## src/rtl/tt_req_scheduler.sv

```systemverilog
// tt_req_scheduler: round-robin arbiter sharing the FSM datapath among
// N_REQ requesters, with bounded grant hold time and an inter-grant guard gap.
//
// Ports:
//   clk      rising-edge clock
//   rst_n    asynchronous active-low reset
//   ena      1 = run, 0 = freeze state, counters and outputs
//   req      level request per requester
//   done     release strobe, only done[owner] is honoured
//   grant    one-hot grant (registered)
//   owner    index of current / last grantee (registered)
//   busy     1 while a grant is held (registered)
//   timeout  1-cycle pulse on forced release at MAX_HOLD (registered)
//   state    debug state: 00 IDLE, 01 GRANT, 10 GUARD
//
// Optional feature: define SCHED_PREEMPT_EN to make requester 0 high
// priority (it preempts any other owner and wins the next arbitration).
module tt_req_scheduler #(
    parameter int N_REQ    = 4,
    parameter int MAX_HOLD = 8,
    parameter int GAP      = 1
) (
    input  logic                     clk,
    input  logic                     rst_n,
    input  logic                     ena,
    input  logic [N_REQ-1:0]         req,
    input  logic [N_REQ-1:0]         done,
    output logic [N_REQ-1:0]         grant,
    output logic [$clog2(N_REQ)-1:0] owner,
    output logic                     busy,
    output logic                     timeout,
    output logic [1:0]               state
);

    localparam int OW = $clog2(N_REQ);
    localparam int HW = $clog2(MAX_HOLD + 1);
    localparam int GW = 4;

    localparam logic [HW-1:0] HOLD_LAST = HW'(MAX_HOLD - 1);
    localparam logic [GW-1:0] GAP_LAST  = GW'((GAP > 0) ? GAP - 1 : 0);
    localparam logic [OW-1:0] PTR_RST   = OW'(N_REQ - 1);

    typedef enum logic [1:0] {
        S_IDLE  = 2'b00,
        S_GRANT = 2'b01,
        S_GUARD = 2'b10
    } state_e;

    state_e          state_q;
    logic [N_REQ-1:0] grant_q;
    logic [OW-1:0]   owner_q;
    logic            busy_q;
    logic            timeout_q;
    logic [HW-1:0]   hold_cnt_q;
    logic [GW-1:0]   gap_cnt_q;
    logic [OW-1:0]   rr_ptr_q;

    // Round-robin search: the lowest offset k (1..N_REQ) from rr_ptr
    // with a set request wins. Scanning offsets downward lets the last
    // hit (smallest offset) overwrite the earlier ones.
    logic            pick_vld;
    logic [OW-1:0]   pick_idx;

    always_comb begin
        pick_vld = 1'b0;
        pick_idx = '0;
        for (int k = N_REQ; k >= 1; k--) begin
            if (req[(int'(rr_ptr_q) + k) % N_REQ]) begin
                pick_vld = 1'b1;
                pick_idx = OW'((int'(rr_ptr_q) + k) % N_REQ);
            end
        end
    end

    // Final selection, possibly overridden by a pending preemption.
    logic            sel_vld_d;
    logic [OW-1:0]   sel_idx_d;
    logic            preempt;

`ifdef SCHED_PREEMPT_EN
    logic            pend_q;

    assign preempt = req[0] & (owner_q != '0);

    always_comb begin
        sel_vld_d = pick_vld;
        sel_idx_d = pick_idx;
        if (pend_q && req[0]) begin
            sel_vld_d = 1'b1;
            sel_idx_d = '0;
        end
    end
`else
    assign preempt   = 1'b0;
    assign sel_vld_d = pick_vld;
    assign sel_idx_d = pick_idx;
`endif

    // Owner-driven release has priority over preemption and timeout.
    logic own_rel;
    logic hold_end;

    assign own_rel  = done[owner_q] | ~req[owner_q];
    assign hold_end = (hold_cnt_q == HOLD_LAST);

    always_ff @(posedge clk or negedge rst_n) begin
        if (!rst_n) begin
            state_q    <= S_IDLE;
            grant_q    <= '0;
            owner_q    <= '0;
            busy_q     <= 1'b0;
            timeout_q  <= 1'b0;
            hold_cnt_q <= '0;
            gap_cnt_q  <= '0;
            rr_ptr_q   <= PTR_RST;
`ifdef SCHED_PREEMPT_EN
            pend_q     <= 1'b0;
`endif
        end else if (ena) begin
            timeout_q <= 1'b0;
            case (state_q)
                S_IDLE: begin
                    if (sel_vld_d) begin
                        state_q    <= S_GRANT;
                        grant_q    <= N_REQ'(1) << sel_idx_d;
                        owner_q    <= sel_idx_d;
                        rr_ptr_q   <= sel_idx_d;
                        busy_q     <= 1'b1;
                        hold_cnt_q <= '0;
`ifdef SCHED_PREEMPT_EN
                        pend_q     <= 1'b0;
`endif
                    end
                end
                S_GRANT: begin
                    if (own_rel || preempt || hold_end) begin
                        grant_q   <= '0;
                        busy_q    <= 1'b0;
                        gap_cnt_q <= '0;
                        timeout_q <= hold_end & ~own_rel & ~preempt;
                        state_q   <= (GAP > 0) ? S_GUARD : S_IDLE;
`ifdef SCHED_PREEMPT_EN
                        pend_q    <= preempt & ~own_rel;
`endif
                    end else begin
                        // Never reaches past HOLD_LAST, so no wrap.
                        hold_cnt_q <= hold_cnt_q + 1'b1;
                    end
                end
                S_GUARD: begin
                    if (gap_cnt_q == GAP_LAST) begin
                        state_q <= S_IDLE;
                    end else begin
                        gap_cnt_q <= gap_cnt_q + 1'b1;
                    end
                end
                default: begin
                    // Unreachable encoding 2'b11: recover to IDLE.
                    state_q <= S_IDLE;
                    grant_q <= '0;
                    busy_q  <= 1'b0;
                end
            endcase
        end
    end

    assign grant   = grant_q;
    assign owner   = owner_q;
    assign busy    = busy_q;
    assign timeout = timeout_q;
    assign state   = state_q;

endmodule
```

## config.mk

```make
export PLATFORM = sky130hd
export DESIGN_NAME = tt_req_scheduler
export DESIGN_NICKNAME = d
export VERILOG_FILES = /design/src/rtl/tt_req_scheduler.sv
export SDC_FILE = /design/constraint.sdc
export NUM_CORES = 1
export LEC_CHECK = 0
export ABC_AREA = 1
export CAP_MARGIN = 40
export CORE_MARGIN = 2
export CORE_UTILIZATION = 30
export CTS_CLUSTER_DIAMETER = 150
export DETAILED_ROUTE_END_ITERATION = 8
export HOLD_SLACK_MARGIN = 0.02
export SYNTH_ARGS = -nofsm -noshare
export SYNTH_HDL_FRONTEND = slang
export SYNTH_SLANG_ARGS = --single-unit
```

## constraint.sdc

```tcl
create_clock -name clk -period 4.2 [get_ports clk]
set_clock_uncertainty 0.05 [all_clocks]
set_input_delay 0.84 -clock clk [delete_from_list [all_inputs] [get_ports clk]]
set_output_delay 0.84 -clock clk [all_outputs]
set_load 0.01 [all_outputs]
```

# == After elaboration in Yosys (flattened, before gate mapping) ==
# Index checks and enable logic that the tools add are counted.
# totals
inputBits,11
out_inout_bits,10
register_bits,20
# op_classes
shift,1
n_lt_le_gt_ge,5
add_sub_neg,6
reduce_logical,14
bitwise_logic,9
n_eq_ne,8
mux,41
# ops
operator,n
two-way mux 4 bit,5
two-way mux 1 bit,18
< comparator 3 x 4 -> 1 bit (second input constant),4
case mux 4 bit (2 select lines),2
AND reduction 4 bit,4
two-way mux 2 bit,7
binary-select mux 1 bit (select 2 bit),6
case mux 4 bit (3 select lines),1
!= test 2 bit (second input constant),5
adder 4 x 1 -> 4 bit (second input constant),2
OR reduction 2 bit,4
case mux 2 bit (3 select lines),1
adder 2 x 1 -> 2 bit (second input constant),2
adder 2 bit (second input constant),2
bitwise AND 1 bit (first input constant),4
== test 4 x 3 -> 1 bit (second input constant),1
logical NOT 4 bit,1
nonzero test 2 bit,2
<< shifter 1 x 2 -> 4 bit (first input constant),1
< comparator 2 x 3 -> 1 bit (second input constant),1
NOT 1 bit,3
case mux 1 bit (3 select lines),1
AND reduction 3 bit,1
== test 2 x 1 -> 1 bit (second input constant),1
5 further kinds,5

# == Depth between registers and ports, before layout ==
# Gate-level depths: netlist (run 1).
# depth
depth_word,13
mapped_depth,11

# == Least setup slack after synthesis (run 1) ==
# No wires, ideal clock.
# synth_timing
path_type,input port to flip-flop
startpoint,input req[2]
endpoint,register grant_q[0] (netlist: grant[0])
setup_time_ns,0.117
t_required_ns,4.033
slack_ns,2.405
cell_stages,9
arrival_ns,1.627
cell_sequence,inv_1 -> o21ai_1 -> nor2_2 -> nand2_4 -> nand2_4 -> o21ai_4 -> nand3_4 -> nand2_1 -> nand2_1
# synth_between
elab_chain_len,10
# synth_rtl
item,line_no,rtl
start: declaration,26,"input logic [N_REQ-1:0] req,"
binary-select mux 1 bit (select 2 bit),68,if (req[(int'(rr_ptr_q) + k) % N_REQ]) begin
two-way mux 1 bit (implied by the code) (2 in series),68,
two-way mux 2 bit (4 in series),68,
<< shifter 1 x 2 -> 4 bit,125,grant_q <= N_REQ'(1) << sel_idx_d;
two-way mux 4 bit,123,if (sel_vld_d) begin
case mux 4 bit (3 select lines),121,case (state_q)
end signal: assignment,125,
end: declaration,50,logic [N_REQ-1:0] grant_q;
# Several ways; a longest one is shown, not always the timed one. The select of a mux whose other input is x is not followed.
# A chain may end at the register's enable or synchronous reset.

# == Worst setup path after layout (run 1) ==
# layout_timing
startpoint,input req[2]
endpoint,register grant_q[1] (netlist: grant[1])
# Same word-level chain as after synthesis.

==> results of run 1 <==
==> sequential cells by signal (all words and copies together), names as in the netlist <==
signal,count
gap_cnt_q,4
grant,4
hold_cnt_q,4
owner,2
rr_ptr_q,2
state,2
busy,1
timeout,1
==> report_power, final <==
| part | internal [mW] | leakage (nW) | switching (mW) | total, mW |
|---|---|---|---|---|
| Clock | 0.0675 | 0.0228 | 0.0618 | 0.129 |
| Combinational | 0.243 | 0.534 | 0.389 | 0.632 |
| Sequential | 0.261 | 0.262 | 0.0692 | 0.330 |
==> per-stage QoR <==
stage | util, % | area (um^2)
after global routing | 38.1 | 1670
after CTS | 38.1 | 1670
after floorplan | - | 1370
after global placement | 36.8 | 1610
after detailed placement | 37.1 | 1630
final | 38.1 | 1670
==> kinds of logic after synthesis <==
family	share of synthesized area, %
and+or+nand+nor	41.6
buffers and inverters	8.78
DFF	36.7
AOI/OAI and AO/OA	8.87
adders and majority gates	2.74
xor gates and xnor gates	1.28
==> layout by cell type, fill, tap and decap left out, drive strengths merged <==
cell / instances
ha: 3
clkdlybuf4s50: 20
xor2: 2
nor3: 1
a21boi: 1
nor2: 11
a21oi: 4
a32o: 1
nand3b: 4
o21ai: 13
inv: 26
clkbuf: 4
buf: 1
nand4: 1
dfstp: 2
nand2: 69
or2: 2
dfrtp: 18
nand3: 23
==> routing by layer <==
metal	global-route usage, %	routed length (um)
met4	4.40	36
met2	21.2	1360
met1	16.6	1400
met5	0	0
met3	1.83	89
==> area by class of cell <==
| class | instances | share of cell area (%) |
|---|---|---|
| Multi-Input combinational cell | 135 | 44.6 |
| Sequential cell | 20 | 30.1 |
| Timing Repair Buffer | 21 | 12.9 |
| Inverter | 26 | 5.84 |
| Tap cell | 52 | 3.89 |
| Clock buffer | 4 | 2.69 |
==> how the worst max path moves through the flow <==
stage / from / to / slack (ns) / cells after the start
after floorplan: req[2] / grant[0] / 2.41 / 9
after global placement: req[2] / grant[1] / 1.64 / 10
after detailed placement: req[2] / owner[1] / 1.64 / 9
after CTS: req[2] / owner[1] / 1.91 / 9
after global routing: req[2] / owner[1] / 1.73 / 9
final: req[2] / grant[1] / 1.92 / 10
==> synthesized netlist by cell type <==
cell type / n
sky130_fd_sc_hd__nor3_1: 1
sky130_fd_sc_hd__a32o_1: 1
sky130_fd_sc_hd__ha_1: 3
sky130_fd_sc_hd__or2_2: 2
sky130_fd_sc_hd__nand3b_1: 4
sky130_fd_sc_hd__o21ai_2: 2
sky130_fd_sc_hd__nand3_1: 22
sky130_fd_sc_hd__o21ai_1: 9
sky130_fd_sc_hd__a21oi_1: 4
sky130_fd_sc_hd__nand2_1: 54
sky130_fd_sc_hd__buf_6: 2
sky130_fd_sc_hd__nor2_4: 2
sky130_fd_sc_hd__dfrtp_1: 18
sky130_fd_sc_hd__o21ai_0: 1
sky130_fd_sc_hd__nand2_4: 6
sky130_fd_sc_hd__nand4_1: 1
sky130_fd_sc_hd__a21boi_1: 1
sky130_fd_sc_hd__nor2_1: 7
sky130_fd_sc_hd__nand2_2: 9
sky130_fd_sc_hd__o21ai_4: 1
sky130_fd_sc_hd__inv_2: 5
sky130_fd_sc_hd__xor2_1: 2
sky130_fd_sc_hd__dfstp_2: 2
sky130_fd_sc_hd__inv_1: 21
sky130_fd_sc_hd__nand3_4: 1
sky130_fd_sc_hd__nor2_2: 2
==> worst reg2reg max path, cell delays in order (launching register included) <==
cell and delay (ns):
sky130_fd_sc_hd__dfstp_2 0.68, sky130_fd_sc_hd__nand2_1 0.09, sky130_fd_sc_hd__o21ai_1 0.20, sky130_fd_sc_hd__nor2_2 0.11
sky130_fd_sc_hd__nand2_4 0.08, sky130_fd_sc_hd__nand2_4 0.06, sky130_fd_sc_hd__o21ai_4 0.13, sky130_fd_sc_hd__nand3_4 0.14
sky130_fd_sc_hd__nand2_1 0.08, sky130_fd_sc_hd__nand2_1 0.05
==> Implementation_results.wiki, run 1 <==
{| class="wikitable"
! Metric !! Value
|-
| Run status || complete, no violations
|-
| Post-Place Setup Slack || 1.64 ns
|-
| Count of nets after finishing || 221
|-
| Worst path top cell family by delay || buffers and inverters
|-
| Number of cells traversed by the worst register-to-register path || 9
|-
| Starting density of the core || 31.2%
|-
| FILL cells || 474
|-
| Top cell type by total area after synthesis || sky130_fd_sc_hd__dfrtp_1
|-
| Buffer type at the clock tree root || sky130_fd_sc_hd__clkbuf_8
|-
| Number of cells upsized or downsized after cts || 0
|-
| Bufs and invs on worst path || 2
|-
| GRT overflow || 0
|-
| Net count after synthesis || 197
|-
| Iteration-0 DRC Markers || 41
|-
| RSZ-0062 raised after global routing || false
|-
| First-pass GRT wire length || 5.26 mm
|-
| Reg2reg setup slack || 2.43 ns
|-
| Largest driver fanout on the critical path || 6
|-
| Worst Tran Pin Value || 0.519 ns
|-
| Wirelength, routed || 2.88 mm
|-
| Max Slew Vio Count || 0
|-
| Remaining antenna violation count || 0
|-
| Synth Warn # || 0
|-
| Worst vdd rail ir drop || 0.298 mV
|-
| Total placed cells including tap cells || 254
|-
| HPWL reported at the end of detailed placement || 2.28 mm
|-
| Final hold viol count || 0
|-
| Largest net degree at the start of global routing || 14
|-
| Leakage Power || 0.819 nW
|-
| Power per cell area || 653 nW/um^2
|-
| Top-level port count || 21
|-
| Remaining design rule violation count || 0
|-
| Kind of start point of the critical path || primary input
|-
| Maximum capacitance violations || 0
|-
| Antenna violations before repair || 0
|-
| Port Buffers || 20
|-
| # clock sinks || 20
|-
| Antenna Diode Count || 0
|-
| Worst r2r dst || grant[1]
|-
| Cell count of the worst hold path || 2
|-
| Max stage delay cell, worst path || sky130_fd_sc_hd__clkdlybuf4s50_1
|-
| Max Clock Freq || 439 MHz
|-
| Crit end category || flip-flop
|-
| Total CTS buffers || 3
|-
| Longest individual stage delay on the worst path || 0.53 ns
|-
| Seq/Total Area, Yosys || 36.7%
|-
| Setup TNS || 0 ns
|-
| Power Total || 1.09 mW
|-
| X dimension of the die || 71.5 um
|-
| Die area || 5120 um^2
|-
| CP Class || in -> reg
|-
| Hold buffers post-CTS || 0
|-
| CP cell instances || clkdlybuf4s50_1, inv_1, o21ai_1, nor2_2, nand2_4, nand2_4, o21ai_4, nand3_4, nand2_1, nand2_1
|-
| Clock slew at the register clock pins of the worst setup and hold paths || 0.07 ns
|-
| Post-route worst hold slack || 0.427 ns
|-
| Global router's overall resource usage || 12.6%
|-
| Detailed-router iteration count before antenna repair || 4
|-
| Final Non-Filler Cells || 258
|-
| Post-synthesis instance total || 183
|-
| Startpoint of the lowest-slack hold path || busy
|-
| Top cells by area, synth || sky130_fd_sc_hd__dfrtp_1 33%, sky130_fd_sc_hd__nand2_1 15%, sky130_fd_sc_hd__nand3_1 8.0%
|-
| Clock period minus worst slack || 2.28 ns
|-
| Area of the mapped netlist || 1370 um^2
|-
| Setup violation total in the final timing report || 0
|-
| Placeable core area || 4380 um^2
|-
| Top cell type's share of synthesized area || 32.9%
|-
| Avg Cell Area, Syn || 7.48 um^2
|-
| Class of the tightest hold or removal check || reg -> reg
|-
| Setup repair bufs after CTS || 0
|-
| Total area of multi-input combinational cells || 746 um^2
|-
| Number of rows in the core area || 24
|-
| Vias || 1202
|-
| Die boundary height || 71.5 um
|-
| H-tree levels || 1
|-
| RD Place Congestion || 0.774
|-
| Insertion delay of the later-clocked pin in the worst-skew pair || 0.26 ns
|-
| CP arrival || 2.38 ns
|-
| Number of global-route vias before repair || 1221
|-
| Reg area || 503 um^2
|-
| Critical Path RT || 4.30 ns
|-
| Number of distinct library cell variants in the gate-level netlist after synthesis || 26
|-
| Worst hold endpoint || busy
|-
| Via density || 4.66
|-
| Post-route clock period utilization || 54.2%
|-
| Remaining max-slew budget at the tightest pin || 65.3%
|-
| Area delta synth->final || 22.1%
|-
| Number of buffers on the longest clock path || 2
|-
| Register bit total from synthesis || 20
|-
| Final critical-path setup slack || 1.92 ns
|-
| Post-detailed-route wirelength per cell || 11.2 um
|-
| TritonCTS clock tree || done
|-
| Fraction of final layout cells sized beyond drive strength 1 || 17.5%
|-
| Worst reg2reg path startpoint || rr_ptr_q[0]
|}
Note: power is estimated with default switching activity, not from simulation.
==> run 2, diff against run 1 <==
- clock period: 4.2 -> 2 ns (I/O delays scaled with it)
==> run 2 against run 1 <==
Effect of this change: core utilization up 0.77 points; via count up 0.75%; sequential power rose by 100%; routed wire length down 1.7%; critical path depth is the same; non-clock buffer count is 6 higher; power is 120% higher; combinational power is 120% higher; clock-buffer cell count fell by 1; critical path type unchanged; critical endpoint is now gap_cnt_q[2].
==> Implementation_results.wiki, run 2 (synthesis gave the netlist of run 1 again) <==
{| class="wikitable"
! Metric !! Value
|-
| Wirelength, routed || 2.84 mm (-1.7%)
|-
| Most common library cell in the layout ignoring fill and taps || sky130_fd_sc_hd__nand2_1
|-
| Total CTS buffers || 3 (unchanged)
|-
| Remaining max-slew budget at the tightest pin || 80.8% (+16 points)
|-
| Run status || complete, no violations
|-
| Worst Tran Pin Value || 0.286 ns (-0.233 ns)
|-
| RD Place Congestion || 0.750 (-3.1%)
|-
| Power per cell area || 1380 nW/um^2 (+110%)
|-
| Clock slew at the register clock pins of the worst setup and hold paths || 0.08 ns (about the same)
|-
| Internal power summed over all cells || 1.25 mW (+120%)
|-
| Maximum capacitance violations || 0 (unchanged)
|-
| Setup TNS || 0 ns (unchanged)
|-
| HPWL reported at the end of detailed placement || 2.24 mm (-1.7%)
|-
| Final core area utilization || 38.9% (+0.77 points)
|-
| CP arrival || 1.86 ns (-0.52 ns)
|-
| Worst vdd rail ir drop || 0.588 mV (+97%)
|-
| X dimension of the die || 71.5 um (unchanged)
|-
| # clock sinks || 20 (unchanged)
|-
| Via density || 4.60 (-1.2%)
|-
| First-pass GRT wire length || 5.08 mm (-3.5%)
|-
| Routed length on met3 || 132 um (+48%)
|-
| Buffer type at the clock tree root || sky130_fd_sc_hd__clkbuf_8
|-
| Clock share of power || 11.4% (-0.5 points)
|-
| Placeable core area || 4380 um^2 (unchanged)
|-
| Starting density of the core || 31.2% (unchanged)
|-
| Hold buffers post-CTS || 0 (unchanged)
|-
| Top-level port count || 21 (unchanged)
|-
| Detailed-router iteration count before antenna repair || 4 (unchanged)
|-
| Port Buffers || 20 (unchanged)
|-
| Final hold viol count || 0 (unchanged)
|-
| Max Used Layer || met4
|-
| Final critical-path setup slack || 0.240 ns (-1.68 ns)
|-
| Switching share of power || 47.0% (-0.74 points)
|-
| Reg area || 503 um^2 (unchanged)
|-
| Met1 layer wirelength in the final routing || 1.40 mm (+0.14%)
|-
| Largest driver fanout on the critical path || 5 (-1)
|-
| Max Slew Vio Count || 0 (unchanged)
|-
| Part of the total power dissipated in combinational logic || 59.9% (+2.0 points)
|-
| Number of global-route vias before repair || 1199 (-1.8%)
|-
| Setup repair bufs after CTS || 0 (unchanged)
|-
| Area delta synth->final || 24.6%
|-
| TritonCTS clock tree || done
|-
| Antenna violations before repair || 0 (unchanged)
|-
| Insertion delay of the later-clocked pin in the worst-skew pair || 0.26 ns (about the same)
|-
| FILL cells || 470 (-0.84%)
|-
| CP Class || in -> reg
|-
| RSZ-0062 raised after global routing || false
|-
| Leakage Power || 0.846 nW (+3.2%)
|-
| Vias || 1211 (+0.75%)
|-
| Post-route clock period utilization || 88.0%
|-
| Number of cells upsized or downsized after cts || 0 (unchanged)
|-
| Total area of multi-input combinational cells || 746 um^2 (unchanged)
|-
| Max Clock Freq || 568 MHz
|-
| Die area || 5120 um^2 (unchanged)
|-
| Iteration-0 DRC Markers || 58 (+41%)
|-
| Post-Place Setup Slack || -0.0446 ns (-1.69 ns)
|-
| Crit end category || flip-flop
|-
| NetSw || 1.10 mW (+110%)
|-
| Number of rows in the core area || 24 (unchanged)
|-
| Clock period minus worst slack || 1.76 ns
|-
| Class of the tightest hold or removal check || in -> async
|-
| Setup violation total in the final timing report || 0 (unchanged)
|-
| Remaining design rule violation count || 0 (unchanged)
|-
| Die boundary height || 71.5 um (unchanged)
|-
| Fraction of final layout cells sized beyond drive strength 1 || 19.9% (+2.4 points)
|-
| Commonest non-fill, non-tap cells in the layout || 54 x sky130_fd_sc_hd__nand2_1, 22 x sky130_fd_sc_hd__nand3_1, 21 x sky130_fd_sc_hd__inv_1
|-
| Post-detailed-route wirelength per cell || 10.8 um (-3.5%)
|-
| Number of buffers on the longest clock path || 2 (unchanged)
|-
| Kind of start point of the critical path || primary input
|-
| Largest net degree at the start of global routing || 21 (+7)
|-
| Global router's overall resource usage || 12.3% (-0.30 points)
|-
| Count of nets after finishing || 227 (+2.7%)
|-
| GRT overflow || 0 (unchanged)
|-
| Critical Path RT || 2.10 ns (-2.20 ns)
|-
| Remaining antenna violation count || 0 (unchanged)
|-
| Detailed-routed wire length on met2 || 1.27 mm (-7.0%)
|-
| Antenna Diode Count || 0 (unchanged)
|-
| Sequential group share of total power || 28.7% (-1.5 points)
|-
| H-tree levels || 1 (unchanged)
|}
[run 2: cell types whose count changed in the layout (fill, tap and decap cells not counted)]
cell,previous run,this run
sky130_fd_sc_hd__clkbuf_1,1,0
sky130_fd_sc_hd__buf_4,0,7
sky130_fd_sc_hd__buf_8,1,0
[run 2: layer usage]
metal	global-route usage [%]	up-vias
met3	1.83	5
li1	-	636
met2	20.1	28
met4	4.61	0
met1	16.6	542
met5	0	-
[run 2: layout make-up]
cell class	instances	share of cell area, %
Timing Repair Buffer	27	14.8
Multi-Input combinational cell	135	43.7
Tap cell	52	3.82
Clock buffer	3	2.42
Inverter	26	5.72
Sequential cell	20	29.5
[run 2: path summary, 6_finish.rpt]
kind	start	end	slack [ns]	cells past startpoint
worst max-delay path	req[0]	gap_cnt_q[2]	0.24	10
worst min-delay path	rst_n	state[0]	0.42	2
worst max register to register	rr_ptr_q[0]	owner[1]	0.26	12
worst min register to register	grant[2]	grant[2]	0.42	2
max in group asynchronous	rst_n	rr_ptr_q[1]	1.21	2
min in group clk	grant[2]	grant[2]	0.42	2
[run 2: power groups by stage]
stage / combinational [mW] / clock [mW] / sequential [mW]
2_1_floorplan: 0.996 / 0 / 0.686
3_3_place_gp: 1.40 / 0 / 0.685
3_5_place_dp: 1.42 / 0 / 0.682
4_1_cts: 1.42 / 0.274 / 0.677
5_1_grt: 1.62 / 0.289 / 0.696
6_report: 1.41 / 0.269 / 0.674
[run 2: worst max-delay path, cell delays in order]
cell	delay [ns]
sky130_fd_sc_hd__clkdlybuf4s50_1	0.49
sky130_fd_sc_hd__inv_1	0.08
sky130_fd_sc_hd__nor2_1	0.09
sky130_fd_sc_hd__nand2_1	0.05
sky130_fd_sc_hd__nand3_1	0.12
sky130_fd_sc_hd__nand4_1	0.24
sky130_fd_sc_hd__nand2_1	0.19
sky130_fd_sc_hd__inv_2	0.08
sky130_fd_sc_hd__nand2_1	0.06
sky130_fd_sc_hd__o21ai_1	0.06
[run 2: stage by stage]
step / cells / hold slack (ns) / power, mW / area (um^2)
global placement: 260 / 0.415 / 2.09 / 1660
global route: 263 / 0.469 / 2.60 / 1710
finish: 263 / 0.421 / 2.35 / 1710
floorplan: 183 / 0.0544 / 1.68 / 1370
detailed placement: 260 / 0.413 / 2.10 / 1660
CTS: 263 / 0.431 / 2.37 / 1710
==> run 3, diff against run 2 <==
- HOLD_SLACK_MARGIN: 0.02 -> unset
==> results of run 3 <==
The final DEF is identical to that of run 2; final timing and power are the same.
